<file path="config.mk">
export PLATFORM = sky130hd
export DESIGN_NAME = execute_stage_pipe
export DESIGN_NICKNAME = d
export VERILOG_FILES = /design/src/rtl/execute_stage_pipe.sv
export SDC_FILE = /design/constraint.sdc
export NUM_CORES = 1
export LEC_CHECK = 0
export CORE_MARGIN = 2
export CORE_UTILIZATION = 40
export CTS_BUF_LIST = sky130_fd_sc_hd__clkbuf_2
export DETAILED_ROUTE_END_ITERATION = 8
export PLACE_DENSITY = 0.62
export SYNTH_ARGS = -nofsm -noshare
export SYNTH_HDL_FRONTEND = slang
export SYNTH_SLANG_ARGS = --single-unit
</file>
<file path="constraint.sdc">
create_clock -name clk -period 11.6 [get_ports clk]
set_input_delay 1.16 -clock clk [delete_from_list [all_inputs] [get_ports clk]]
set_output_delay 1.16 -clock clk [all_outputs]
set_load 0.05 [all_outputs]
</file>
<file path="src/rtl/execute_stage_pipe.sv">
// Execute stage: operand forwarding, single-cycle ALU, a shift-add multiplier
// that stalls decode while it runs, and the EX/MEM output register.
//
// state | meaning
// IDLE  | accepting ops; single-cycle ops load EX/MEM directly
// MUL   | one shift-add step per cycle, DATA_W steps in total
// DONE  | product ready; waits for EX/MEM to be free, then loads it
module execute_stage_pipe #(
    parameter int DATA_W = 16,
    parameter int REG_AW = 3,
    parameter int SH_W   = 4,
    parameter int MUL_EN = 1
) (
    input  logic              clk,
    input  logic              reset,
    input  logic              flush,
    input  logic              in_valid,
    output logic              in_ready,
    input  logic [3:0]        alu_op,
    input  logic [REG_AW-1:0] rdst_addr,
    input  logic [REG_AW-1:0] rsrc_addr,
    input  logic [DATA_W-1:0] rdst_data,
    input  logic [DATA_W-1:0] rsrc_data,
    input  logic              use_imm,
    input  logic [DATA_W-1:0] imm,
    input  logic [SH_W-1:0]   shamt,
    input  logic              flag_en,
    input  logic              wb_en_in,
    input  logic [REG_AW-1:0] wb_addr_in,
    input  logic              mem_wb_we,
    input  logic [REG_AW-1:0] mem_wb_addr,
    input  logic [DATA_W-1:0] mem_wb_data,
    output logic              out_valid,
    input  logic              out_ready,
    output logic [DATA_W-1:0] result,
    output logic              wb_en_out,
    output logic [REG_AW-1:0] wb_addr_out,
    output logic [2:0]        flags,
    output logic              busy
);
    localparam int CNT_W = (DATA_W > 1) ? $clog2(DATA_W) : 1;

    typedef enum logic [1:0] {ST_IDLE, ST_MUL, ST_DONE} state_t;
    state_t state, state_nxt;

    logic              accept, is_mul, load_single, done_load;
    logic [DATA_W-1:0] op1, op2, fwd_src;
    logic [DATA_W:0]   add_x, sub_x, inc_x, dec_x, shl_x, shr_x;
    logic [31:0]       sa;
    logic [DATA_W-1:0] alu_res, nz_src;
    logic              c_new, c_upd, nz_upd;
    logic [2:0]        f_next;

    logic [2*DATA_W-1:0] acc, mcand;
    logic [DATA_W-1:0]   mplier;
    logic [CNT_W-1:0]    cnt;
    logic                mul_wb_en, mul_flag_en;
    logic [REG_AW-1:0]   mul_wb_addr;

    assign busy        = (state != ST_IDLE);
    assign in_ready    = !busy && (!out_valid || out_ready);
    assign accept      = in_valid && in_ready && !flush;
    assign is_mul      = (alu_op == 4'd13) && (MUL_EN != 0);
    assign load_single = accept && !is_mul;
    assign done_load   = (state == ST_DONE) && (!out_valid || out_ready) && !flush;

    // EX/MEM has priority over MEM/WB because it holds the younger value
    assign op1 = (out_valid && wb_en_out && (wb_addr_out == rdst_addr)) ? result :
                 (mem_wb_we && (mem_wb_addr == rdst_addr)) ? mem_wb_data : rdst_data;
    assign fwd_src = (out_valid && wb_en_out && (wb_addr_out == rsrc_addr)) ? result :
                     (mem_wb_we && (mem_wb_addr == rsrc_addr)) ? mem_wb_data : rsrc_data;
    assign op2 = use_imm ? imm : fwd_src;

    assign add_x = {1'b0, op1} + {1'b0, op2};
    assign sub_x = {1'b0, op1} - {1'b0, op2};
    assign inc_x = {1'b0, op1} + 1'b1;
    assign dec_x = {1'b0, op1} - 1'b1;
    assign sa    = 32'(shamt) % 32'(DATA_W);
    // the extra bit on each shifter catches the last bit shifted out
    assign shl_x = {1'b0, op1} << sa;
    assign shr_x = {op1, 1'b0} >> sa;

    // single-cycle ALU result and which flags it touches
    always_comb begin
        alu_res = '0;
        c_new   = flags[2];
        c_upd   = 1'b0;
        nz_upd  = 1'b0;
        case (alu_op)
            4'd1:  begin alu_res = op2; nz_upd = 1'b1; end
            4'd2:  begin alu_res = add_x[DATA_W-1:0]; c_new = add_x[DATA_W]; c_upd = 1'b1; nz_upd = 1'b1; end
            4'd3:  begin alu_res = sub_x[DATA_W-1:0]; c_new = sub_x[DATA_W]; c_upd = 1'b1; nz_upd = 1'b1; end
            4'd4:  begin alu_res = op1 & op2; nz_upd = 1'b1; end
            4'd5:  begin alu_res = op1 | op2; nz_upd = 1'b1; end
            4'd6:  begin alu_res = ~op1; nz_upd = 1'b1; end
            4'd7:  begin alu_res = inc_x[DATA_W-1:0]; c_new = inc_x[DATA_W]; c_upd = 1'b1; nz_upd = 1'b1; end
            4'd8:  begin alu_res = dec_x[DATA_W-1:0]; c_new = dec_x[DATA_W]; c_upd = 1'b1; nz_upd = 1'b1; end
            4'd9:  begin alu_res = shl_x[DATA_W-1:0]; c_new = shl_x[DATA_W]; c_upd = (sa != 0); nz_upd = 1'b1; end
            4'd10: begin alu_res = shr_x[DATA_W:1]; c_new = shr_x[0]; c_upd = (sa != 0); nz_upd = 1'b1; end
            4'd11: begin c_new = 1'b1; c_upd = 1'b1; end
            4'd12: begin c_new = 1'b0; c_upd = 1'b1; end
            4'd14: begin alu_res = op1; c_new = sub_x[DATA_W]; c_upd = 1'b1; nz_upd = 1'b1; end
            default: ;
        endcase
        // CMP reports on the difference while passing op1 through
        nz_src = (alu_op == 4'd14) ? sub_x[DATA_W-1:0] : alu_res;
    end

    assign f_next = {c_upd ? c_new : flags[2],
                     nz_upd ? nz_src[DATA_W-1] : flags[1],
                     nz_upd ? ~|nz_src : flags[0]};

    // FSM state register
    always_ff @(posedge clk or negedge reset) begin
        if (!reset) state <= ST_IDLE;
        else        state <= state_nxt;
    end

    // FSM next state; flush aborts from any state
    always_comb begin
        state_nxt = state;
        case (state)
            ST_IDLE: if (accept && is_mul) state_nxt = ST_MUL;
            ST_MUL:  if (cnt == '0) state_nxt = ST_DONE;
            ST_DONE: if (done_load) state_nxt = ST_IDLE;
            default: state_nxt = ST_IDLE;
        endcase
        if (flush) state_nxt = ST_IDLE;
    end

    // multiplier datapath: operands latched at accept, one partial product per cycle
    always_ff @(posedge clk or negedge reset) begin
        if (!reset) begin
            acc         <= '0;
            mcand       <= '0;
            mplier      <= '0;
            cnt         <= '0;
            mul_wb_en   <= 1'b0;
            mul_wb_addr <= '0;
            mul_flag_en <= 1'b0;
        end else if (state == ST_IDLE && accept && is_mul) begin
            acc         <= '0;
            mcand       <= {{DATA_W{1'b0}}, op1};
            mplier      <= op2;
            cnt         <= CNT_W'(DATA_W - 1);
            mul_wb_en   <= wb_en_in;
            mul_wb_addr <= wb_addr_in;
            mul_flag_en <= flag_en;
        end else if (state == ST_MUL) begin
            if (mplier[0]) acc <= acc + mcand;
            mcand  <= mcand << 1;
            mplier <= mplier >> 1;
            cnt    <= cnt - 1'b1;
        end
    end

    // EX/MEM register and flags; holds while the memory stage stalls
    always_ff @(posedge clk or negedge reset) begin
        if (!reset) begin
            out_valid   <= 1'b0;
            result      <= '0;
            wb_en_out   <= 1'b0;
            wb_addr_out <= '0;
            flags       <= '0;
        end else if (load_single) begin
            out_valid   <= 1'b1;
            result      <= alu_res;
            wb_en_out   <= wb_en_in;
            wb_addr_out <= wb_addr_in;
            if (flag_en) flags <= f_next;
        end else if (done_load) begin
            out_valid   <= 1'b1;
            result      <= acc[DATA_W-1:0];
            wb_en_out   <= mul_wb_en;
            wb_addr_out <= mul_wb_addr;
            if (mul_flag_en)
                flags <= {|acc[2*DATA_W-1:DATA_W], acc[DATA_W-1], ~|acc[DATA_W-1:0]};
        end else if (flush || out_ready) begin
            out_valid <= 1'b0;
        end
    end
endmodule

</file>
==> impl_metrics.yaml, run 1 <==
yosys:
  yosysMostFrequentCell: "nand2_1"
  synth_area_leaders: "dfrtp_1, ha_1, nand2_1"
  ys_seq_elements: 115
  synthTopCellsByCount: "nand2_1, nor2_1, a21oi_1, o21ai_0, dfrtp_1"
  yosysTopAreaCell: "dfrtp_1"
  ys_async_sr_fraction_pct: 100.0
  yosys_warnings: 0
  synthDominantCellAreaShare_pct: 21.49
  syn_area_mm2: 0.01339
  synthCells: 1765
  yosysSeqAreaShare_pct: 21.49
  ys_dominant_reg_cell: "dfrtp_1"
  syn_area_per_cell_um2: 7.586
  synth_edf_count: 0
  synth_nets: 1930
  ys_types: 106
drt:
  wl_um: 60240
  drc: 0
  viasPerCell: 6.668
  drtIter0Drc: 1678
  wl_per_cell_um: 26.40
  dr.pass1.iters: 6
  vias: 15217
  ant_nets: 0
sta:
  slew_viol_final: 0
  final_hold_viol_count: 0
  fin_ws_ns: 4.862
  timing.slew.headroom_pct: 26.83
  min_period_ns: 6.738
  finalSetupTns_ns: 0
  worst_slew_pin_slew_ns: 1.094
  rsz0062_at_grt: "false"
  skew_ns: 0.04088
  max_freq_mhz: 148.4
  finalSetupViolations: 0
  final.period_utilization_pct: 58.08
clocking:
  ctsHtreeMaxLevel: 4
  cts_resized: 0
  cts_root_buffer: "clkbuf_2"
  cts_hold_buf: 0
  cts_buffers: 17
  clock-sinks: 115
  cts_setup_buffers: 0
  clk_path_buf_depth: 2
  cts_tree: "yes"
  clk-insertion-delay-late_ns: 0.73
  path_clk_slew_ns: 0.22
worst_setup_path:
  crit_fanout: 26
  crit_type: "in -> reg"
  end_kind: "register"
  worstReg2RegEnd: "flags[0]$_DFFE_PN0P_"
  r2r_slack_ns: 5.69
  cp-start-kind: "input port"
  timing.rr.start: "wb_addr_out[2]$_DFFE_PN0P_"
  r2r_cells: 19
  crit_required_ns: 12.24
  cp.arrival_ns: 7.38
power_and_ir_drop:
  leakagePower_nw: 6.023
  ir_worst_vdd_uv: 161.2
  cellPowerDensity_mw_per_mm2: 150.7
global_route:
  grt_pass1_vias: 14394
  grt_max_degree: 75
  grtUsageTotal_pct: 33.68
  grt_pass1_wl_um: 91140
  grt_antenna_before_repair: 3
  overflow: 0
place:
  gp_congestion: 1.030
  placed_area_mm2: 0.01495
  dpl.hpwl_um: 45290
  buffer_ports.inserted: 118
  pre_cts_slack_ns: 4.271
floorplan:
  initial_core_util_pct: 40.84
  rows: 66
  die_y_um: 187.0
  core_mm2: 0.03278
  dieArea_mm2: 0.03495
  num_io_pins: 119
  dieWidth_um: 187.0
layout:
  synthToLayoutAreaGrowth_pct: 13.55
  fill_cells: 3349
  final_cell_area_mm2: 0.01520
  drive_gt1_share_pct: 9.096
  nets: 1988
status:
  outcome: "completed"
flow_run:
  max_cap_violations: 0
hold_path:
  hold_path.class: "in -> async"
worst max-delay path: stages:
cell and delay, ns:
clkdlybuf4s50_1 0.51, xor2_1 0.27, or4b_1 0.53, buf_4 0.26, mux2_4 0.34, mux2i_4 0.60, inv_2 0.33, ha_1 0.36
a21oi_1 0.48, nor4_1 0.08, or3_1 0.36, a21oi_1 0.15, o21bai_1 0.08, a21oi_1 0.23, o31a_1 0.16, o211a_1 0.14
a21boi_0 0.27, a31oi_1 0.14, nor4_1 0.54, nand3_1 0.16, o31ai_2 0.20
per-layer routing:
metal,GRT usage [%],up-vias,wire length [um]
met3,7.261,191,6256
li1,-,6731,-
met4,15.87,2,2966
met1,44.23,7328,24260
met2,52.80,965,26740
met5,0,-,13
stage by stage:
step                      power (mW)  utilization (%)  hold slack (ns)  std cells
final                          2.292            46.37           0.3766       2282
after floorplan                1.577                -           0.4453       1765
after CTS                      2.266            46.34           0.3659       2278
after global routing           2.456            46.35           0.3561       2279
after detailed placement       1.985            45.60           0.4673       2246
after global placement         1.967            45.60           0.4583       2246
flip-flops by register name, summed over array words and instances (netlist names), 2 cells and up:
signal / count
acc: 32
flags: 3
cnt: 4
mul_wb_addr: 3
mplier: 16
mcand: 32
wb_addr_out: 3
result: 16
state: 2
cells by family after synthesis:
kind of cell               count (synthesis)  share of synthesized area [%]
DFF                                      115                          21.49
AOI/OAI and AO/OA                        590                          30.67
muxes                                     53                          6.298
buffers and inverters                    180                          5.532
and+or+nand+nor                          669                          23.31
xor gates and xnor gates                  84                          5.691
adders and majority gates                 74                          7.009
final cells by class:
class / instances / area (um^2) / area share (%)
Antenna cell: 4 / 10.01 / 0.06584
Multi-Input combinational cell: 1470 / 9806 / 64.50
Inverter: 62 / 242.7 / 1.597
Clock inverter: 15 / 157.7 / 1.037
Timing Repair Buffer: 157 / 1471 / 9.678
Tap cell: 442 / 553.0 / 3.638
Sequential cell: 115 / 2878 / 18.93
Clock buffer: 17 / 85.08 / 0.5596
cells in the final DEF, fill, tap and decap left out, types with 19 or more instances in the layout:
| cell type | synthesis | layout |
|---|---|---|
| ha_1 | 70 | 70 |
| nor4_1 | 25 | 25 |
| mux4_2 | 21 | 21 |
| nand3_1 | 62 | 62 |
| a211oi_1 | 33 | 33 |
| nor2b_1 | 19 | 19 |
| mux2i_1 | 22 | 22 |
| clkdlybuf4s50_1 | 0 | 117 |
| o22ai_1 | 28 | 28 |
| buf_4 | 4 | 40 |
| inv_1 | 46 | 46 |
| xnor2_1 | 55 | 55 |
| dfrtp_1 | 115 | 115 |
| a22oi_1 | 23 | 23 |
| nor3_1 | 49 | 47 |
| a31oi_1 | 25 | 24 |
| xor2_1 | 27 | 27 |
| o21ai_0 | 120 | 120 |
| a21o_1 | 19 | 19 |
| nand2_1 | 227 | 227 |
| a21oi_1 | 129 | 129 |
| nor2_1 | 177 | 176 |
where the power goes:
group | internal, mW | switching, mW | total, mW
Combinational | 0.521 | 0.797 | 1.32
Sequential | 0.530 | 0.167 | 0.697
Clock | 0.100 | 0.176 | 0.276
Total | 1.15 | 1.14 | 2.29
how the worst max path moves through the flow:
stage	from	end	slack (ns)	cells past startpoint
after floorplan	mem_wb_addr[0]	flags[0]$_DFFE_PN0P_	6.12	21
after global placement	mem_wb_addr[0]	flags[0]$_DFFE_PN0P_	4.40	21
after detailed placement	mem_wb_addr[0]	flags[0]$_DFFE_PN0P_	4.27	21
after global routing	mem_wb_addr[0]	flags[0]$_DFFE_PN0P_	4.68	21
final	mem_wb_addr[0]	flags[0]$_DFFE_PN0P_	4.86	21
after CTS	mem_wb_addr[0]	flags[0]$_DFFE_PN0P_	5.06	21
(Power assumes the default switching activity.)
==> run 2, diff against run 1 <==
==> constraint.sdc (replaced) <==
create_clock -name clk -period 6.2 [get_ports clk]
set_input_delay 0.62 -clock clk [delete_from_list [all_inputs] [get_ports clk]]
set_output_delay 0.62 -clock clk [all_outputs]
set_load 0.05 [all_outputs]
==> impl_metrics.yaml, run 2 (synthesized netlist as in run 1, its figures left out) <==
status:
  outcome: "completed"
worst_setup_path:
  startpoint: "mem_wb_addr[0]"
  path_cells: "clkdlybuf4s50_1 -> xor2_1 -> or4b_1 -> buf_12 -> a221oi_2 -> or2_1 -> buf_4 -> o22ai_1 -> a21oi_1 -> o22ai_1 -> nor4_1 -> o221a_2 -> o2111ai_1 -> o311ai_0 -> buf_4 -> nand3_1 -> o31ai_2"
  end_kind: "register"
  cp.arrival_ns: 6.01
  crit_fanout: 26
  worstReg2RegEnd: "flags[0]$_DFFE_PN0P_"
  worst_path_max_delay_cell: "nor4_1"
  cp_top_family: "compound AO/OA/AOI/OAI gates"
  cp_num_cells: 17
  timing.rr.start: "wb_addr_out[2]$_DFFE_PN0P_"
  slowest_delay_ns: 0.63
  r2r_slack_ns: 1.03
  crit_required_ns: 6.77
  crit_type: "in -> reg"
  crit_buf_inv: 4
  cp-start-kind: "input port"
  r2r_cells: 16
  critPathCapture: "flags[0]$_DFFE_PN0P_"
clocking:
  path_clk_slew_ns: 0.21
  clock-sinks: 115
  cts_tree: "yes"
  clk-insertion-delay-late_ns: 0.69
  cts_buffers: 17
  clk_path_buf_depth: 2
  ctsHtreeMaxLevel: 4
  cts_root_buffer: "clkbuf_2"
  cts_setup_buffers: 0
power_and_ir_drop:
  leakagePower_nw: 6.418
  cellPowerDensity_mw_per_mm2: 282.9
  p_int_mw: 2.340
  pwr-share-clk_pct: 14.2
  comb_power_share_pct: 56.9
  finalPower_mw: 4.482
  p_seq_share_pct: 28.9
  switching_share_pct: 47.79
  ir_worst_vdd_uv: 210.8
  p_sw_mw: 2.142
place:
  dpl.hpwl_um: 47590
  placed_cells: 2318
  gp_congestion: 1.036
  buffer_ports.inserted: 118
  placed_area_mm2: 0.01552
sta:
  finalSetupViolations: 0
  slew_viol_final: 0
  final.period_utilization_pct: 87.70
  worst_slew_pin_slew_ns: 1.109
  timing.slew.headroom_pct: 25.79
  max_freq_mhz: 183.9
  rsz0062_at_grt: "false"
  fin_hold_ws_ns: 0.4544
  final_hold_viol_count: 0
  skew_ns: 0.04810
  finalSetupTns_ns: 0
  min_period_ns: 5.437
drt:
  viasPerCell: 6.545
  ant_nets: 0
  wl_um: 61350
  drtIter0Drc: 2122
  vias: 15395
  wl_per_cell_um: 26.08
  drc: 0
  dr.pass1.iters: 6
global_route:
  grt_pass1_wl_um: 92910
  grt_antenna_before_repair: 1
  grtUsageTotal_pct: 34.49
  grt_pass1_vias: 14802
  grt_max_degree: 62
  overflow: 0
hold_path:
  hold_path.class: "in -> reg"
  hold_start: "wb_addr_in[0]"
floorplan:
  initial_core_util_pct: 40.84
  dieArea_mm2: 0.03495
  dieWidth_um: 187.0
  num_io_pins: 119
  die_y_um: 187.0
  rows: 66
  core_mm2: 0.03278
flow_run:
  max_cap_violations: 0
layout:
  nets: 2061
  synthToLayoutAreaGrowth_pct: 18.32
  final_cell_mix: "nand2_1, nor2_1, a21oi_1"
  final_cell_area_mm2: 0.01584
  final_cells: 2352
  final_common_cell: "nand2_1"
  drive_gt1_share_pct: 12.47
  reg_top3: "acc x32, mcand x32"
==> run 2: cell count changes in the layout (fill, tap and decap cells not counted) <==
cell	delta
buf_12	+2
bufinv_16	+3
diode_2	-3
clkinvlp_4	-1
clkinv_1	+1
clkinv_2	-2
clkinv_4	-2
buf_4	+70
dlygate4sd3_1	+1
inv_8	+1
==> run 2: how the worst min path moves through the flow <==
| stage | cells after the start | to | slack, ns |
|---|---|---|---|
| finish | 3 | mul_wb_addr[0]$_DFFE_PN0P_ | 0.45 |
| global route | 3 | mul_wb_addr[1]$_DFFE_PN0P_ | 0.42 |
| CTS | 3 | mul_wb_addr[0]$_DFFE_PN0P_ | 0.40 |
| detailed placement | 2 | mul_wb_en$_DFFE_PN0P_ | 0.47 |
| global placement | 2 | mul_wb_addr[2]$_DFFE_PN0P_ | 0.46 |
| floorplan | 0 | acc[0]$_DFFE_PN0P_ | 0.32 |
==> run 2: repair_timing <==
item                      in CTS  in global routing
hold buffers                   1                  0
resized for setup              0                  0
hold endpoints to repair      54                  0
==> run 2: layout make-up <==
cell class                 instances  area [um^2]
antenna                            1        2.502
clock buffer                      17        85.08
clock inverter                    15        227.7
fill                            3317        16940
inverter                          62        242.7
multi-input combinational       1470         9806
sequential                       115         2878
tap                              442        553.0
timing repair buffer             230         2047
==> run 2: through the flow <==
stage	utilization, %	setup WS (ns)
2_1_floorplan	-	1.259
3_3_place_gp	47.33	0.3493
3_5_place_dp	47.33	0.2488
4_1_cts	48.31	0.9787
5_1_grt	48.31	0.5375
6_report	48.32	0.7626
==> run 2: metal layers <==
metal / track usage [%] / wire (um)
met3: 6.060 / 5613
met1: 45.68 / 25260
met4: 15.08 / 3031
met5: 0 / 0
met2: 55.16 / 27450
==> run 2: power by group through the flow <==
stage	clock network, mW	logic (mW)	registers, mW
global placement	0	2.46	1.30
finish	0.636	2.55	1.29
detailed placement	0	2.50	1.30
CTS	0.650	2.52	1.29
floorplan	0	1.66	1.29
global route	0.677	2.79	1.32
==> run 2: worst register-to-register path, delay by kind of cell (launching register included) <==
| kind | cells | cell delay, ns |
|---|---|---|
| buf+inv | 2 | 0.35 |
| fa+ha+maj | 1 | 0.26 |
| flops | 1 | 0.50 |
| xor+xnor | 2 | 0.40 |
| compound gates | 7 | 1.77 |
| simple gates | 4 | 1.79 |
